===== src/rtl/character_motion_ctrl.sv =====
// Per-character motion controller. Left/right/jump button levels become
// registered sprite coordinates. Two free-running prescalers set the walk
// and jump rates. The sprite is clamped to the playfield, and a restart
// returns it to the spawn point.
//
// state  | meaning
// -------+---------------------------------------------------------------
// GROUND | standing on the ground line, waiting for a jump press
// RISE   | moving up one pixel per jump tick until height or ceiling
// FALL   | moving down one pixel per jump tick until the ground line
module character_motion_ctrl #(
    parameter int POS_W       = 12,
    parameter int MOVE_TICK   = 250_000,
    parameter int JUMP_TICK   = 1_400_000,
    parameter int JUMP_HEIGHT = 58,
    parameter int CHAR_W      = 48,
    parameter int INIT_XPOS   = 128,
    parameter int INIT_YPOS   = 672,
    parameter int X_MIN       = 0,
    parameter int X_MAX       = 1024,
    parameter int Y_MIN       = 0
) (
    input  logic             clk,
    input  logic             rst_n,
    input  logic             enable,
    input  logic             restart,
    input  logic             left,
    input  logic             right,
    input  logic             jump,
    output logic [POS_W-1:0] xpos,
    output logic [POS_W-1:0] ypos,
    output logic             airborne,
    output logic             facing_left
);

    localparam int MCW = (MOVE_TICK > 1) ? $clog2(MOVE_TICK) : 1;
    localparam int JCW = (JUMP_TICK > 1) ? $clog2(JUMP_TICK) : 1;
    localparam int HW  = $clog2(JUMP_HEIGHT + 1);

    localparam logic [MCW-1:0]   MOVE_LAST  = MCW'(MOVE_TICK - 1);
    localparam logic [JCW-1:0]   JUMP_LAST  = JCW'(JUMP_TICK - 1);
    localparam logic [HW-1:0]    HEIGHT_TOP = HW'(JUMP_HEIGHT);
    localparam logic [POS_W-1:0] X_LO       = POS_W'(X_MIN);
    localparam logic [POS_W-1:0] X_HI       = POS_W'(X_MAX - CHAR_W);
    localparam logic [POS_W-1:0] Y_TOP      = POS_W'(Y_MIN);
    localparam logic [POS_W-1:0] Y_GND      = POS_W'(INIT_YPOS);
    localparam logic [POS_W-1:0] X_SPAWN    = POS_W'(INIT_XPOS);

    typedef enum logic [1:0] {
        GROUND = 2'd0,
        RISE   = 2'd1,
        FALL   = 2'd2
    } state_t;

    state_t           state;
    state_t           state_nx;
    logic [MCW-1:0]   move_cnt;
    logic [JCW-1:0]   jump_cnt;
    logic [HW-1:0]    height;
    logic [HW-1:0]    height_nx;
    logic [HW-1:0]    height_inc;
    logic [POS_W-1:0] xpos_nx;
    logic [POS_W-1:0] ypos_nx;
    logic             facing_nx;
    logic             jump_prev;
    logic             jump_edge;
    logic             move_tick;
    logic             jump_tick;

    assign move_tick  = (move_cnt == MOVE_LAST);
    assign jump_tick  = (jump_cnt == JUMP_LAST);
    assign jump_edge  = jump & ~jump_prev;
    assign height_inc = height + HW'(1);

    // Rate prescalers: free-running while enabled, parked at zero otherwise.
    always_ff @(posedge clk or negedge rst_n) begin
        if (!rst_n) begin
            move_cnt <= '0;
            jump_cnt <= '0;
        end else if (restart || !enable) begin
            move_cnt <= '0;
            jump_cnt <= '0;
        end else begin
            move_cnt <= move_tick ? '0 : move_cnt + MCW'(1);
            jump_cnt <= jump_tick ? '0 : jump_cnt + JCW'(1);
        end
    end

    // Next-state logic for the vertical FSM, horizontal walk and facing.
    always_comb begin
        state_nx  = state;
        xpos_nx   = xpos;
        ypos_nx   = ypos;
        height_nx = height;
        facing_nx = facing_left;

        if (left && !right) begin
            facing_nx = 1'b1;
        end else if (right && !left) begin
            facing_nx = 1'b0;
        end

        // Limit checks use the current position, so the walk cannot wrap.
        if (move_tick) begin
            if (left && !right && (xpos > X_LO)) begin
                xpos_nx = xpos - POS_W'(1);
            end else if (right && !left && (xpos < X_HI)) begin
                xpos_nx = xpos + POS_W'(1);
            end
        end

        case (state)
            GROUND: begin
                if (jump_edge) begin
                    state_nx  = RISE;
                    height_nx = '0;
                end
            end
            RISE: begin
                if (jump_tick) begin
                    if (ypos == Y_TOP) begin
                        state_nx = FALL;
                    end else begin
                        ypos_nx   = ypos - POS_W'(1);
                        height_nx = height_inc;
                        if (height_inc == HEIGHT_TOP) begin
                            state_nx = FALL;
                        end
                    end
                end
            end
            FALL: begin
                // At or below the ground line: land at once, no tick needed.
                if (ypos >= Y_GND) begin
                    ypos_nx  = Y_GND;
                    state_nx = GROUND;
                end else if (jump_tick) begin
                    ypos_nx = ypos + POS_W'(1);
                    if ((ypos + POS_W'(1)) == Y_GND) begin
                        state_nx = GROUND;
                    end
                end
            end
            default: begin
                state_nx = GROUND;
            end
        endcase
    end

    // State register; airborne is registered with it.
    always_ff @(posedge clk or negedge rst_n) begin
        if (!rst_n) begin
            state    <= GROUND;
            airborne <= 1'b0;
        end else if (restart) begin
            state    <= GROUND;
            airborne <= 1'b0;
        end else if (enable) begin
            state    <= state_nx;
            airborne <= (state_nx != GROUND);
        end
    end

    // Position and height registers. Facing and the jump history keep
    // tracking the buttons while frozen, so a press made during the freeze
    // cannot trigger a jump once motion resumes.
    always_ff @(posedge clk or negedge rst_n) begin
        if (!rst_n) begin
            xpos        <= X_SPAWN;
            ypos        <= Y_GND;
            height      <= '0;
            facing_left <= 1'b0;
            jump_prev   <= 1'b0;
        end else if (restart) begin
            xpos        <= X_SPAWN;
            ypos        <= Y_GND;
            height      <= '0;
            facing_left <= 1'b0;
            jump_prev   <= 1'b0;
        end else begin
            facing_left <= facing_nx;
            jump_prev   <= jump;
            if (enable) begin
                xpos   <= xpos_nx;
                ypos   <= ypos_nx;
                height <= height_nx;
            end
        end
    end

endmodule


===== config.mk =====
export PLATFORM = sky130hd
export DESIGN_NAME = character_motion_ctrl
export DESIGN_NICKNAME = d
export VERILOG_FILES = /design/src/rtl/character_motion_ctrl.sv
export SDC_FILE = /design/constraint.sdc
export NUM_CORES = 1
export LEC_CHECK = 0
export ABC_AREA = 1
export CAP_MARGIN = 20
export CORE_MARGIN = 2
export CORE_UTILIZATION = 40
export CTS_BUF_LIST = sky130_fd_sc_hd__clkbuf_4
export DETAILED_ROUTE_END_ITERATION = 6
export PLACE_DENSITY = 0.65
export SLEW_MARGIN = 20
export SYNTH_ARGS = -nofsm -noshare
export SYNTH_HDL_FRONTEND = slang
export SYNTH_SLANG_ARGS = --single-unit

===== constraint.sdc =====
create_clock -name clk -period 2.25 [get_ports clk]
set_input_delay 0.45 -clock clk [delete_from_list [all_inputs] [get_ports clk]]
set_output_delay 0.45 -clock clk [all_outputs]
set_load 0.1 [all_outputs]

After elaboration in Yosys (flattened, before gate mapping)
Index checks and enable logic that the tools add are counted.
{"block": "totals", "regBits": 74, "elab_cells": 89, "input_bits": 7, "out_inout_bits": 26}
{"block": "classes", "order_cmp": 3, "reduce_logical": 20, "addsub": 7, "n_mux": 38, "bitwise": 2, "n_eq_ne": 10}
{"op": "12-bit two-way mux", "count": 11}
{"op": "21-bit two-way mux", "count": 2}
{"op": "18-bit two-way mux", "count": 2}
{"op": "6-bit two-way mux", "count": 5}
{"op": "12-bit by 1-bit adder with 12-bit output (second input constant)", "count": 2}
{"op": "12-bit one-hot mux with 2 select lines", "count": 1}
{"op": "12-bit by 1-bit subtractor with 12-bit output (second input constant)", "count": 2}
{"op": "21-bit by 1-bit adder with 21-bit output (second input constant)", "count": 1}
{"op": "21-bit == test (second input constant)", "count": 1}
{"op": "18-bit by 1-bit adder with 18-bit output (second input constant)", "count": 1}
{"op": "18-bit == test (second input constant)", "count": 1}
{"op": "2-bit two-way mux", "count": 9}
{"op": "12-bit by 10-bit == test with 1-bit output (second input constant)", "count": 1}
{"op": "12-bit by 10-bit greater-or-equal comparator with 1-bit output (second input constant)", "count": 1}
{"op": "12-bit by 1-bit greater-than comparator with 1-bit output (second input constant)", "count": 1}
{"op": "12-bit zero test", "count": 1}
{"op": "12-bit by 10-bit less-than comparator with 1-bit output (second input constant)", "count": 1}
{"op": "6-bit one-hot mux with 2 select lines", "count": 1}
{"op": "3-bit nonzero test", "count": 4}
{"op": "5-bit AND reduction", "count": 2}
{"op": "3-bit != test (second input constant)", "count": 3}
{"op": "6-bit by 1-bit adder with 6-bit output (second input constant)", "count": 1}
{"op": "6-bit == test (second input constant)", "count": 1}
{"op": "1-bit two-way mux", "count": 6}
{"op": "other kinds (12)", "count": 19}

Logic depth before layout (Yosys ltp)
Gate-level depths: netlist of run 1.
{"block": "depth", "word_depth": 9, "depth_mapped": 16, "depth_no_buf": 16}

Worst setup path before layout of run 1
OpenSTA, ideal clock, no wires.
{"block": "synth_timing", "path_kind": "reg-to-reg", "from": "register xpos[11]", "to": "register xpos[9]", "synth_period_minus_slack_ns": 2.866, "setup_slack_ns": -0.616, "setup_time_ns": 0.130, "arrival_ns": 2.736, "path_stages_with_launch": 15, "cell_sequence": "dfrtp_1 or2_1 nor3_1 nand2_1 nand2_1 inv_1 ha_1 nand3_1 nand3_1 nand2_1 nand2_1 nand2_1 nand2_1 xor2_1 o21ai_0"}
{"block": "synth_between", "elab_chain_len": 6, "elab_cells_between_ends": 10}
{"element": "start, declared", "line_no": "30", "text": "output logic [POS_W-1:0] xpos,"}
{"element": "start signal, assigned", "line_no": "184", "text": "xpos <= xpos_nx;"}
{"element": "12-bit by 1-bit greater-than comparator with 1-bit output", "line_no": "105", "text": "if (left && !right && (xpos > X_LO)) begin"}
{"element": "1-bit logical AND", "line_no": "105"}
{"element": "12-bit two-way mux", "line_no": "105"}
{"element": "12-bit two-way mux", "line_no": "104", "text": "if (move_tick) begin"}
{"element": "12-bit two-way mux", "line_no": "183", "text": "if (enable) begin"}
{"element": "12-bit two-way mux", "line_no": "174", "text": "end else if (restart) begin"}
Several ways; a longest one is shown, not always the timed one. The select of a mux whose other input is x is not followed.
A chain may end at the register's enable or synchronous reset.

Final worst setup path of run 1
{"block": "layout_timing", "from": "register xpos[10]", "to": "register xpos[8]"}
The elaborated chain is that of the path after synthesis.

==> results of run 1 <==
-- worst min path at each step --
stage | cells past startpoint | to | slack [ns] | startpoint
2_1_floorplan | 0 | airborne | 0.15 | rst_n
3_3_place_gp | 1 | jump_cnt[7] | 0.41 | rst_n
3_5_place_dp | 1 | ypos[10] | 0.41 | rst_n
4_1_cts | 2 | jump_cnt[7] | 0.45 | rst_n
5_1_grt | 2 | jump_cnt[7] | 0.47 | rst_n
6_report | 2 | jump_cnt[7] | 0.45 | rst_n
-- critical path: stages (launching register included) --
cell      delay, ns
dfrtp_4        0.49
or2_1          0.26
nor3_2         0.16
nand2_1        0.08
nand2_2        0.12
inv_6          0.09
ha_4           0.30
inv_2          0.04
o21bai_1       0.19
nand3_1        0.14
nand3_2        0.10
nand2_1        0.05
nand2_1        0.06
xor2_1         0.14
o21ai_1        0.07
-- cells by family (layout without fill, tap and decap cells) --
group                    Yosys count  after routing  synth area share
AND/OR/NAND/NOR                  385            385             0.363
buffers and inverters            103            182            0.0842
AO/OA/AOI/OAI                     79             79            0.0879
flip-flops                        74             74             0.371
XOR/XNOR                          29             29            0.0507
adder cells (fa/ha/maj)           17             17            0.0440
-- Yosys cell counts, drive strengths merged --
cell and count:
nor3 21, inv 89, o21ai 33, nand4 19, nor3b 2, buf 11, a21oi 28, nor2 94
nand2 183, dfrtp 70, xnor2 10, clkbuf 2, a22oi 2, fa 1, a21boi 1, xor2 19
o22ai 4, nand3b 5, o31ai 1, o21a 3, a31oi 3, a311oi 1, o21bai 2, or2 2
a211oi 1, nand3 54, dfstp 4, ha 16, clkinv 1, nor4 5
-- cells in the final DEF, fill, tap and decap left out, types with 9 or more instances in the layout --
master	netlist	final
nor3_1	18	17
clkbuf_4	0	9
dfrtp_1	70	57
nand3_2	8	11
buf_4	1	67
xor2_1	19	19
nand4_1	17	17
nand3_1	46	43
ha_1	16	11
a21oi_1	27	25
o21ai_0	32	29
nand2_1	174	172
nand2_2	9	11
nor2_1	80	80
inv_1	82	80
xnor2_1	10	10
dfrtp_2	0	11
-- final cells by class --
class                      count  area [um^2]
timing repair buffer          76          623
clock inverter                 7         67.6
clock buffer                   9         67.6
multi-input combinational    510         2840
sequential                    74         1880
inverter                      90          344
tap                          168          210
fill                        1201         6080
-- metrics by stage --
step / TNS (ns) / cell area [um^2]
after detailed placement: -0.947 / 5840
after floorplan: -0.476 / 5130
after global routing: -1.42 / 6030
after global placement: -0.638 / 5840
final: -0.549 / 6030
after CTS: -0.102 / 5990
-- state kept, by name, summed over array words and instances, names as in the netlist --
signal       cells
jump_cnt        21
move_cnt        18
xpos            12
ypos            12
height           6
state            2
airborne         1
facing_left      1
jump_prev        1
-- what timing repair did --
action,4_1_cts,5_1_grt
cloned,0,0
buffers inserted,1,3
pin swaps,2,4
gates resized for setup,1,6
hold endpoints to repair,24,0
endpoints found under the setup margin,5,8
hold buffers,1,0
-- power by group --
part | internal, W | switching [W] | total (W)
Sequential | 0.00141 | 0.000183 | 0.00160
Clock | 0.000337 | 0.000526 | 0.000863
Combinational | 0.000413 | 0.000986 | 0.00140
-- layer usage --
layer  vias to the layer above  GRT usage
met5                         -          0
met4                         0     0.0611
met3                        14     0.0220
met2                        75      0.314
met1                      2220      0.255
li1                       2379          -
==> impl_summary.md, run 1 <==
Critical path
The arrival time of data at the critical path endpoint is 2.75 ns. The worst flop-to-flop path startpoint is xpos[10]. The endpoint of the worst register-to-register path is xpos[8]. The largest fanout of any net on the critical path is 12. The data required time of the worst path is 2.59 ns. The slack of the worst reg-to-reg path is -0.15 ns. Following the worst setup path forward leads to its endpoint at xpos[8].

The nature of the critical path endpoint is a flop. The worst reg2reg path depth is 14. The beginning of the critical path is xpos[10].

The startpoint type of the worst setup path is a flop. The classification of the worst setup path is flop to flop.

Final layout
Leaving out filler cells and counting taps, the final layout contains 934. The growth of design area from synthesis to finish is 20.5%. In the final layout, the share of cells above drive strength 1 is 0.215.

The post-layout net count is 785. The number of antenna diodes in the final layout is 0. The core utilization of the finished layout is 0.498.

Job
The number of violations of the max-capacitance limit is 0.

STA
Measured against its own limit, the worst slew margin works out to 0.713. The final hold slack is 0.447 ns. The post-route clock period utilization is 1.07. Setup repair after global routing could not meet its margin everywhere. The final-report hold violation count is 0.

The final max-slew violation count is 0. For the finished layout, the period the worst path requires is 2.40 ns. The highest achievable clock rate is 416 MHz.

The worst path setup slack after routing is -0.153 ns. The final-report setup violation count is 5. The setup clock skew after layout is 0.0153 ns. The actual transition at the worst max-transition pin is 0.426 ns.

Yosys
dfrtp_1 takes more of the synthesized area than any other cell. For this run, the number of Yosys warnings is 0. The cell area after technology mapping is 5010 um^2. The net count of the mapped netlist is 711. Synthesis inferred 74 register bits. The count of distinct cell types in the synthesized netlist is 45. The sequential cell area fraction in the yosys report is 0.371.

By area the synthesized netlist is led by dfrtp_1 (35%), nand2_1 (13%), inv_1 (6.1%). The share of the synthesized area in the top cell type is 0.350. The cell count after synthesis is 687.

After synthesis, the mean cell area works out to 7.29 um^2.

Run status
The run finished, with violations left. The checks that failed: setup timing.

Clock tree
After clock tree synthesis, the clock-pin slew on the worst setup and hold paths is 0.14 ns. The later pin in the worst-skew pair is clocked with a latency of 0.45 ns. TritonCTS created 9 clock buffers. The number of H-tree levels is 3. The sink count of the clock tree is 74. The number of buffers on the longest clock path is 2.

The TritonCTS clock tree is yes. CTS placed an instance of clkbuf_4 at the clock tree root.

Route
The total met2 wirelength after detailed routing is 5640 um. The final layout contains routed wiring with a total length of 11,900 um. The number of search-and-repair iterations in the first detailed-routing pass is 5. The wire length per cell is 12.7 um.

Dividing the detail-routed via count by the number of cells gives 5.02. In this run, the number of DRC markers left after iteration 0 of detailed routing was 268. The total DRC errors in the routed layout is 0. In the final routing, the length of wire on met1 measures 5710 um.

The post-detailed-route count of antenna-violating nets is 0. The met3 layer wire length in the routed design is 352 um. The via count is 4,688.

The highest metal layer carrying signal wires in the routed design is met4.

Power
In this run the power density over the cells is 639 nW/um^2. Overall power consumption after layout is estimated at 0.00386 W. The maximum vdd drop is 0.000401 V.

Summed over all cells, the static leakage comes to 2.78 nW.

Placed design
Prior to clock tree synthesis, the placed netlist has a worst setup slack of -0.208 ns. The final weighted congestion of routability-driven global placement is 0.902. The count of buffers added on input and output ports is 32. The number of cells after detailed placement is 913. Detailed placement ended at an HPWL of 8910 um.

Floorplan
The core region area is 12,100 um^2. The initial core utilization is 0.414. The y dimension of the die is 116 um. The number of placement rows is 40. The number of top-level pins is 33. The area enclosed by the die boundary is 13,400 um^2. Measured along the x axis, the die boundary spans 116 um.

Global route
The first global-routing pass estimated 20,500 um of wire. Entering global routing, the biggest net connects 36 pins. The remaining global-route overflow is 0. The combined global-route utilization of all metal layers is 0.188. The number of antenna violations at the first check in global routing came to 0. The via count of the first global-routing pass is 4,465.

Worst hold path
The worst min-delay path category is primary input to async pin.
Note: power is estimated with default switching activity, not from simulation.
==> run 2, diff against run 1 <==
--- a/config.mk
+++ b/config.mk
@@ -12,6 +12,7 @@
 export CTS_BUF_LIST = sky130_fd_sc_hd__clkbuf_4
 export DETAILED_ROUTE_END_ITERATION = 6
 export PLACE_DENSITY = 0.65
+export RECOVER_POWER = 25
 export SLEW_MARGIN = 20
 export SYNTH_ARGS = -nofsm -noshare
 export SYNTH_HDL_FRONTEND = slang
==> run 2 against run 1 <==
The run still ends with setup timing left; non-clock buffer count unchanged; total power hardly changed; clock-buffer cell count unchanged; register-to-register slack about the same; maximum frequency is essentially flat; largest cell class unchanged; largest power group unchanged; highest routed layer unchanged.
==> impl_summary.md, run 2 (synthesis results as in run 1) <==
Run status
Status: finished, violations left (unchanged). Violated checks: setup timing (unchanged).

STA
The final-report hold violation count is 0 (unchanged). The post-route clock period utilization is 1.07 (about the same). The final max-slew violation count was 0 (unchanged). The shortest clock period the worst path allows after layout was 2.40 ns (about the same).

The setup clock skew after layout is 0.0153 ns (about the same). The worst path setup slack after routing is -0.153 ns (about the same). The worst slew slack as a fraction of its limit is 0.429 (was 0.713). The final-report setup violation count is 5 (unchanged). Unrepaired setup endpoints after global routing: yes (unchanged). The actual transition at the worst max-transition pin came to 0.857 ns (was 0.426 ns).

The highest achievable clock rate came to 416 MHz (about the same).

Final layout
The number of diodes was 0 (unchanged). The share of cells above drive strength 1 was 0.215 (unchanged). The growth of design area from synthesis to finish is 20.1% (was 20.5%). The most frequent standard cell in the layout excluding fill and tap cells is nand2_1 (unchanged).

The number of cells in the finished layout apart from fillers is 934 (unchanged). The final design area excluding fillers is 6020 um^2 (was 6030 um^2). The top register by number of flip-flops is jump_cnt (unchanged). Top Registers: jump_cnt (21), move_cnt (18) (unchanged). The post-layout net count is 785 (unchanged). The flip-flop count of the largest register, all copies and words added is 21 (unchanged).

The number of fillers in the final layout is 1,204 (was 1,201). Leading cell types in the layout, fill and taps excluded: nand2_1 (172), inv_1 (80), nor2_1 (80), buf_4 (66), dfrtp_1 (57) (was nand2_1 (172), inv_1 (80), nor2_1 (80), buf_4 (67), dfrtp_1 (57)).

Job
The number of violations of the max-capacitance limit was 0 (unchanged).

Critical path
The largest fanout of any net on the critical path is 12 (unchanged). The arrival time of data at the critical path endpoint is 2.75 ns (about the same). The classification of the worst setup path is flop to flop (unchanged).

The nature of the critical path endpoint is a flop (unchanged). The slack of the worst reg-to-reg path is -0.15 ns (about the same). The data required time of the worst path was 2.59 ns (about the same). The startpoint type of the worst setup path is a flop (unchanged).

Global route
The global-route met3 utilization is 0.0220 (unchanged). The remaining global-route overflow is 0 (unchanged). The number of antenna violations at the first check in global routing was 0 (unchanged). The combined global-route utilization of all metal layers is 0.188 (unchanged). The global-route track usage on met2 is 0.314 (unchanged). The global-route wire length before repair is 20,500 um (unchanged). The via count of the first global-routing pass is 4,465 (unchanged).

The pin count of the biggest net entering global routing is 36 (unchanged). The met1 usage is 0.255 (unchanged). The global routing's busiest layer is met2 (unchanged).

Power
The clock share of power is 0.224 (about the same). The switching power of the nets is 0.00169 W (about the same). The switching share of total power is 0.440 (was 0.439). The maximum vdd drop came to 0.000401 V (about the same). The cell-internal power was 0.00216 W (about the same). The sequential power share came to 0.414 (about the same).

The leakage power figure is 2.77 nW (was 2.78 nW). The relative contribution of combinational cells to total power was 0.362 (was 0.363). The areal power density over the cells was 641 nW/um^2 (was 639 nW/um^2).

Clock tree
The number of H-tree levels is 3 (unchanged). The clock buffer count from CTS is 9 (unchanged). The sink count of the clock tree is 74 (unchanged). The number of buffers on the longest clock path is 2 (unchanged). The clock-pin slew reported for the worst setup and hold paths after clock tree synthesis came to 0.13 ns (was 0.14 ns). The clock latency on the worst-skew pair is 0.45 ns (about the same). The clock root buffer is clkbuf_4 (unchanged). The TritonCTS clock tree was yes (unchanged).

Route
The mean number of vias per cell is 5.03 (was 5.02). The final wirelength was 11,800 um (was 11,900 um). The initial detailed-routing violation count is 267 (was 268). The post-detailed-route count of antenna-violating nets was 0 (unchanged). The total DRC errors in the routed layout is 0 (unchanged). The number of search-and-repair iterations in the first detailed-routing pass is 5 (unchanged). The wire length per cell came to 12.7 um (about the same). The via count is 4,697 (was 4,688).

Placed design
The post-place setup slack was -0.208 ns (unchanged). The number of port buffers is 32 (unchanged). The number of cells after detailed placement is 913 (unchanged). The final weighted congestion of routability-driven global placement was 0.902 (unchanged).

The post-placement cell area was 5840 um^2 (unchanged). The detailed-placement wirelength estimate is 8910 um (unchanged).

Floorplan
The number of placement rows was 40 (unchanged). The y dimension of the die is 116 um (unchanged). The horizontal die dimension is 116 um (unchanged).

The number of top-level pins is 33 (unchanged). The initial core utilization is 0.414 (unchanged). The area enclosed by the die boundary was 13,400 um^2 (unchanged). The core region area was 12,100 um^2 (unchanged).

Worst hold path
The worst min-delay path category was flop to flop (was primary input to async pin).
-- run 2: cell count changes in the layout (fill, tap and decap cells not counted), sizes merged --
| cell | change |
|---|---|
| clkbuf | +2 |
| buf | -2 |
-- run 2: critical path: stages, from the launching register on --
cell and delay (ns):
dfrtp_4 0.49, or2_1 0.26, nor3_2 0.16, nand2_1 0.08, nand2_2 0.12, inv_6 0.09, ha_4 0.30, inv_2 0.04
o21bai_1 0.19, nand3_1 0.14, nand3_2 0.10, nand2_1 0.05, nand2_1 0.06, xor2_1 0.14, o21ai_1 0.07
-- run 2: metrics by stage --
stage | hold slack, ns | setup TNS [ns] | util | total power [W]
floorplan | 0.154 | -0.476 | - | 0.00270
global placement | 0.408 | -0.638 | 0.482 | 0.00300
detailed placement | 0.410 | -0.947 | 0.482 | 0.00301
CTS | 0.449 | -0.102 | 0.495 | 0.00389
global route | 0.498 | -1.42 | 0.497 | 0.00408
finish | 0.472 | -0.549 | 0.497 | 0.00385
-- run 2: layout make-up --
| cell class | instances | area [um^2] | area share |
|---|---|---|---|
| multi-input cells | 510 | 2840 | 0.472 |
| repair buffers | 76 | 606 | 0.101 |
| inverters | 90 | 344 | 0.0572 |
| clock buffers | 9 | 67.6 | 0.0112 |
| flip-flops and latches | 74 | 1880 | 0.313 |
| clock inverters | 7 | 67.6 | 0.0112 |
| well taps | 168 | 210 | 0.0349 |
-- run 2: final timing paths --
check / startpoint / endpoint / cells past startpoint
hold / removal: move_cnt[0] / move_cnt[0] / 1
setup reg to reg: xpos[10] / xpos[8] / 14
hold reg to reg: move_cnt[0] / move_cnt[0] / 1
min in group asynchronous: rst_n / jump_cnt[7] / 2
max in group asynchronous: rst_n / move_cnt[3] / 3
setup / recovery: xpos[10] / xpos[8] / 14
-- run 2: power by group through the flow --
stage | sequential (W) | combinational (W) | clock [W]
after floorplan | 0.00197 | 0.000730 | 0
after global placement | 0.00162 | 0.00138 | 0
after detailed placement | 0.00162 | 0.00139 | 0
after CTS | 0.00159 | 0.00140 | 0.000895
after global routing | 0.00162 | 0.00151 | 0.000952
final | 0.00160 | 0.00139 | 0.000863
-- run 2: timing repair --
action | in CTS | in global routing
hold buffers | 1 | 0
buffers inserted | 1 | 3
setup endpoints to repair | 5 | 8
resized for setup | 1 | 6
hold endpoints to repair | 24 | 0
pin swaps | 2 | 4
-- run 2: routing by layer --
layer / up-vias / part of all wire / routed length (um)
li1: 2380 / - / -
met1: 2229 / 0.48 / 5700
met2: 74 / 0.48 / 5630
met3: 14 / 0.029 / 347
met4: 0 / 0.014 / 160
met5: - / 0 / 0
==> run 3, diff against run 2 <==
--- a/config.mk
+++ b/config.mk
@@ -6,7 +6,7 @@
 export NUM_CORES = 1
 export LEC_CHECK = 0
 export ABC_AREA = 1
-export CAP_MARGIN = 20
+export CAP_MARGIN = 10
 export CORE_MARGIN = 2
 export CORE_UTILIZATION = 40
 export CTS_BUF_LIST = sky130_fd_sc_hd__clkbuf_4
==> constraint.sdc (replaced) <==
create_clock -name clk -period 2.11 [get_ports clk]
set_input_delay 0.422 -clock clk [delete_from_list [all_inputs] [get_ports clk]]
set_output_delay 0.422 -clock clk [all_outputs]
set_load 0.1 [all_outputs]
==> run 3 against run 2 <==
The run still ends with setup timing left; worst hold slack worse by 0.0025 ns; final cell count is 1.9% higher; clock power is 46% higher; sequential cell count stayed put; total power is 18% higher; sequential share of layout area is 1.6 points lower; largest cell class unchanged.
==> impl_summary.md, run 3 (synthesis results as in run 1) <==
Critical path
Critical path, cell by cell: or2_1 > nor3_2 > nand2_2 > nand2_4 > inv_8 > ha_4 > buf_6 > nand2_1 > nor2_1 > nand2_2 > nand2_4 > nand2_1 > nand2_1 > nand3b_1 > nand3_1 > nand2_1 (was or2_1 > nor3_2 > nand2_1 > nand2_2 > inv_6 > ha_4 > inv_2 > o21bai_1 > nand3_1 > nand3_2 > nand2_1 > nand2_1 > xor2_1 > o21ai_1). The data required time of the worst path is 2.50 ns (was 2.59 ns). The kind of cell adding the most delay to the critical path is simple AND/OR/NAND/NOR gates (unchanged).

The combined buffer and inverter count along the critical path is 2 (unchanged). The instance count on the critical path is 16 (was 14). The worst reg2reg path depth is 16 (was 14). The startpoint type of the worst setup path is a flop (unchanged). The largest fanout of any net on the critical path is 6 (was 12). The arrival time of data at the critical path endpoint is 2.77 ns (was 2.75 ns). The beginning of the critical path is xpos[10] (unchanged). The worst flop-to-flop path startpoint is xpos[10] (unchanged). The delay of the slowest cell on the worst path is 0.50 ns (was 0.49 ns). The termination of the worst setup path is xpos[11] (was xpos[8]).

The most repeated library cell on the critical path is nand2_1 (unchanged). The cell with the biggest individual delay on the critical path is dfrtp_4 (unchanged). The classification of the worst setup path is flop to flop (unchanged). The slack of the worst reg-to-reg path is -0.28 ns (was -0.15 ns). The endpoint of the worst register-to-register path was xpos[11] (was xpos[8]). The nature of the critical path endpoint is a flop (unchanged).

Placed design
The number of port buffers is 32 (unchanged). The final weighted congestion of routability-driven global placement was 0.897 (was 0.902). The number of cells after detailed placement is 926 (was 913). The detailed-placement wirelength estimate is 9150 um (was 8910 um).

The post-placement cell area is 5980 um^2 (was 5840 um^2). The post-place setup slack is -0.343 ns (was -0.208 ns).

STA
The worst slew slack as a fraction of its limit came to 0.387 (was 0.429). The final-report hold violation count was 0 (unchanged). The final hold slack is 0.470 ns (was 0.472 ns). The actual transition at the worst max-transition pin is 0.919 ns (was 0.857 ns). The highest achievable clock rate is 419 MHz (was 416 MHz).

The final max-slew violation count came to 0 (unchanged). Unrepaired setup endpoints after global routing: yes (unchanged). The final-report setup violation count came to 9 (was 5). The post-route clock period utilization was 1.13 (was 1.07). The worst path setup slack after routing is -0.275 ns (was -0.153 ns). The setup clock skew after layout is 0.0237 ns (was 0.0153 ns).

The shortest clock period the worst path allows after layout is 2.39 ns (was 2.40 ns).

Final layout
Top Registers: jump_cnt (21), move_cnt (18) (unchanged). The post-layout net count is 803 (was 785). The most frequent standard cell in the layout excluding fill and tap cells is nand2_1 (unchanged).

The flip-flop count of the largest register, all copies and words added is 21 (unchanged). The number of cells in the finished layout apart from fillers is 952 (was 934). Leading cell types in the layout, fill and taps excluded: nand2_1 (167), nor2_1 (79), inv_1 (78), buf_4 (78), dfrtp_1 (52) (was nand2_1 (172), inv_1 (80), nor2_1 (80), buf_4 (66), dfrtp_1 (57)). The final design area excluding fillers came to 6360 um^2 (was 6020 um^2).

The top register by number of flip-flops is jump_cnt (unchanged). The number of diodes was 0 (unchanged). The growth of design area from synthesis to finish is 27.0% (was 20.1%). The number of fillers in the final layout was 1,200 (was 1,204).

The share of cells above drive strength 1 is 0.259 (was 0.215).

Global route
The via count of the first global-routing pass was 4,663 (was 4,465). The remaining global-route overflow came to 0 (unchanged). The global-route wire length before repair is 21,200 um (was 20,500 um). The pin count of the biggest net entering global routing is 35 (was 36). The number of antenna violations at the first check in global routing is 0 (unchanged). The combined global-route utilization of all metal layers is 0.196 (was 0.188).

Floorplan
The number of placement rows came to 40 (unchanged). The initial core utilization was 0.414 (unchanged). The core region area is 12,100 um^2 (unchanged). The horizontal die dimension is 116 um (unchanged). The y dimension of the die is 116 um (unchanged). The area enclosed by the die boundary is 13,400 um^2 (unchanged). The number of top-level pins is 33 (unchanged).

Power
The switching power of the nets is 0.00182 W (was 0.00169 W). The maximum vdd drop is 0.000388 V (was 0.000401 V). The total power of the final layout is 0.00454 W (was 0.00385 W).

The relative contribution of combinational cells to total power was 0.348 (was 0.362). The switching share of total power was 0.401 (was 0.440). The clock share of power is 0.278 (was 0.224).

The leakage power figure is 2.91 nW (was 2.77 nW). The cell-internal power is 0.00272 W (was 0.00216 W). The sequential power share is 0.374 (was 0.414). The areal power density over the cells came to 713 nW/um^2 (was 641 nW/um^2).

Route
The number of search-and-repair iterations in the first detailed-routing pass came to 4 (was 5). The final wirelength is 12,400 um (was 11,800 um). The total DRC errors in the routed layout is 0 (unchanged). The mean number of vias per cell is 4.94 (was 5.03). The initial detailed-routing violation count is 248 (was 267). The wire length per cell is 13.1 um (was 12.7 um). The via count came to 4,704 (was 4,697). The post-detailed-route count of antenna-violating nets is 0 (unchanged).

Worst hold path
The worst min-delay path category is flop to flop (unchanged). The origin of the worst min-delay path is move_cnt[0] (unchanged).

Job
The number of violations of the max-capacitance limit is 0 (unchanged).

Clock tree
The clock latency on the worst-skew pair is 0.46 ns (was 0.45 ns). The number of buffers on the longest clock path came to 2 (unchanged). The TritonCTS clock tree is yes (unchanged). The sink count of the clock tree is 74 (unchanged).

The number of H-tree levels was 3 (unchanged). The clock root buffer is clkbuf_4 (unchanged). The clock-pin slew reported for the worst setup and hold paths after clock tree synthesis is 0.14 ns (was 0.13 ns).

The clock buffer count from CTS is 9 (unchanged).

Run status
Violated checks: setup timing (unchanged). Status: finished, violations left (unchanged).
[run 3: changes by cell type in the layout (fill, tap and decap cells not counted), sizes merged]
cell | previous run | this run
buf | 68 | 84
clkinvlp | 1 | 0
clkbuf | 11 | 12
clkdlybuf4s50 | 5 | 4
inv | 91 | 90
dlygate4sd3 | 1 | 2
bufinv | 1 | 4
[run 3: layer usage]
| layer | GRT usage | routed length [um] |
|---|---|---|
| met5 | 0 | 0 |
| met4 | 0.0659 | 191 |
| met2 | 0.336 | 6070 |
| met3 | 0.0303 | 365 |
| met1 | 0.253 | 5820 |
[run 3: what timing repair did]
item / 4_1_cts / 5_1_grt
cloned: 1 / 0
setup buffers: 3 / 5
endpoints found under the hold margin: 29 / 0
resized for setup: 8 / 22
pin swaps: 12 / 21
setup endpoints to repair: 10 / 12
hold buffers: 1 / 0
[run 3: metrics by stage]
step,TNS (ns),util
3_5_place_dp,-2.37,0.494
5_1_grt,-2.89,0.526
4_1_cts,-1.41,0.516
6_report,-1.59,0.526
2_1_floorplan,-1.58,-
3_3_place_gp,-1.77,0.494
[run 3: how the worst min path moves through the flow]
stage / endpoint / slack [ns] / depth (start not counted)
2_1_floorplan: airborne / 0.13 / 0
3_3_place_gp: jump_cnt[8] / 0.42 / 1
3_5_place_dp: jump_cnt[8] / 0.43 / 1
4_1_cts: ypos[10] / 0.47 / 2
5_1_grt: move_cnt[0] / 0.50 / 1
6_report: move_cnt[0] / 0.47 / 1
[run 3: layout make-up]
type	instances	area, um^2	area share
clock inverter	7	131	0.0206
timing repair buffer	93	771	0.121
multi-input combinational	510	2940	0.463
inverter	90	347	0.0545
timing repair inverter	1	6.26	0.000983
tap	168	210	0.0330
clock buffer	9	67.6	0.0106
sequential	74	1890	0.297
[run 3: power by group through the flow]
stage / registers, W / logic (W) / clock network, W
3_3_place_gp: 0.00173 / 0.00152 / 0
2_1_floorplan: 0.00211 / 0.000778 / 0
4_1_cts: 0.00171 / 0.00155 / 0.00128
5_1_grt: 0.00172 / 0.00172 / 0.00133
3_5_place_dp: 0.00173 / 0.00154 / 0
6_report: 0.00170 / 0.00158 / 0.00126
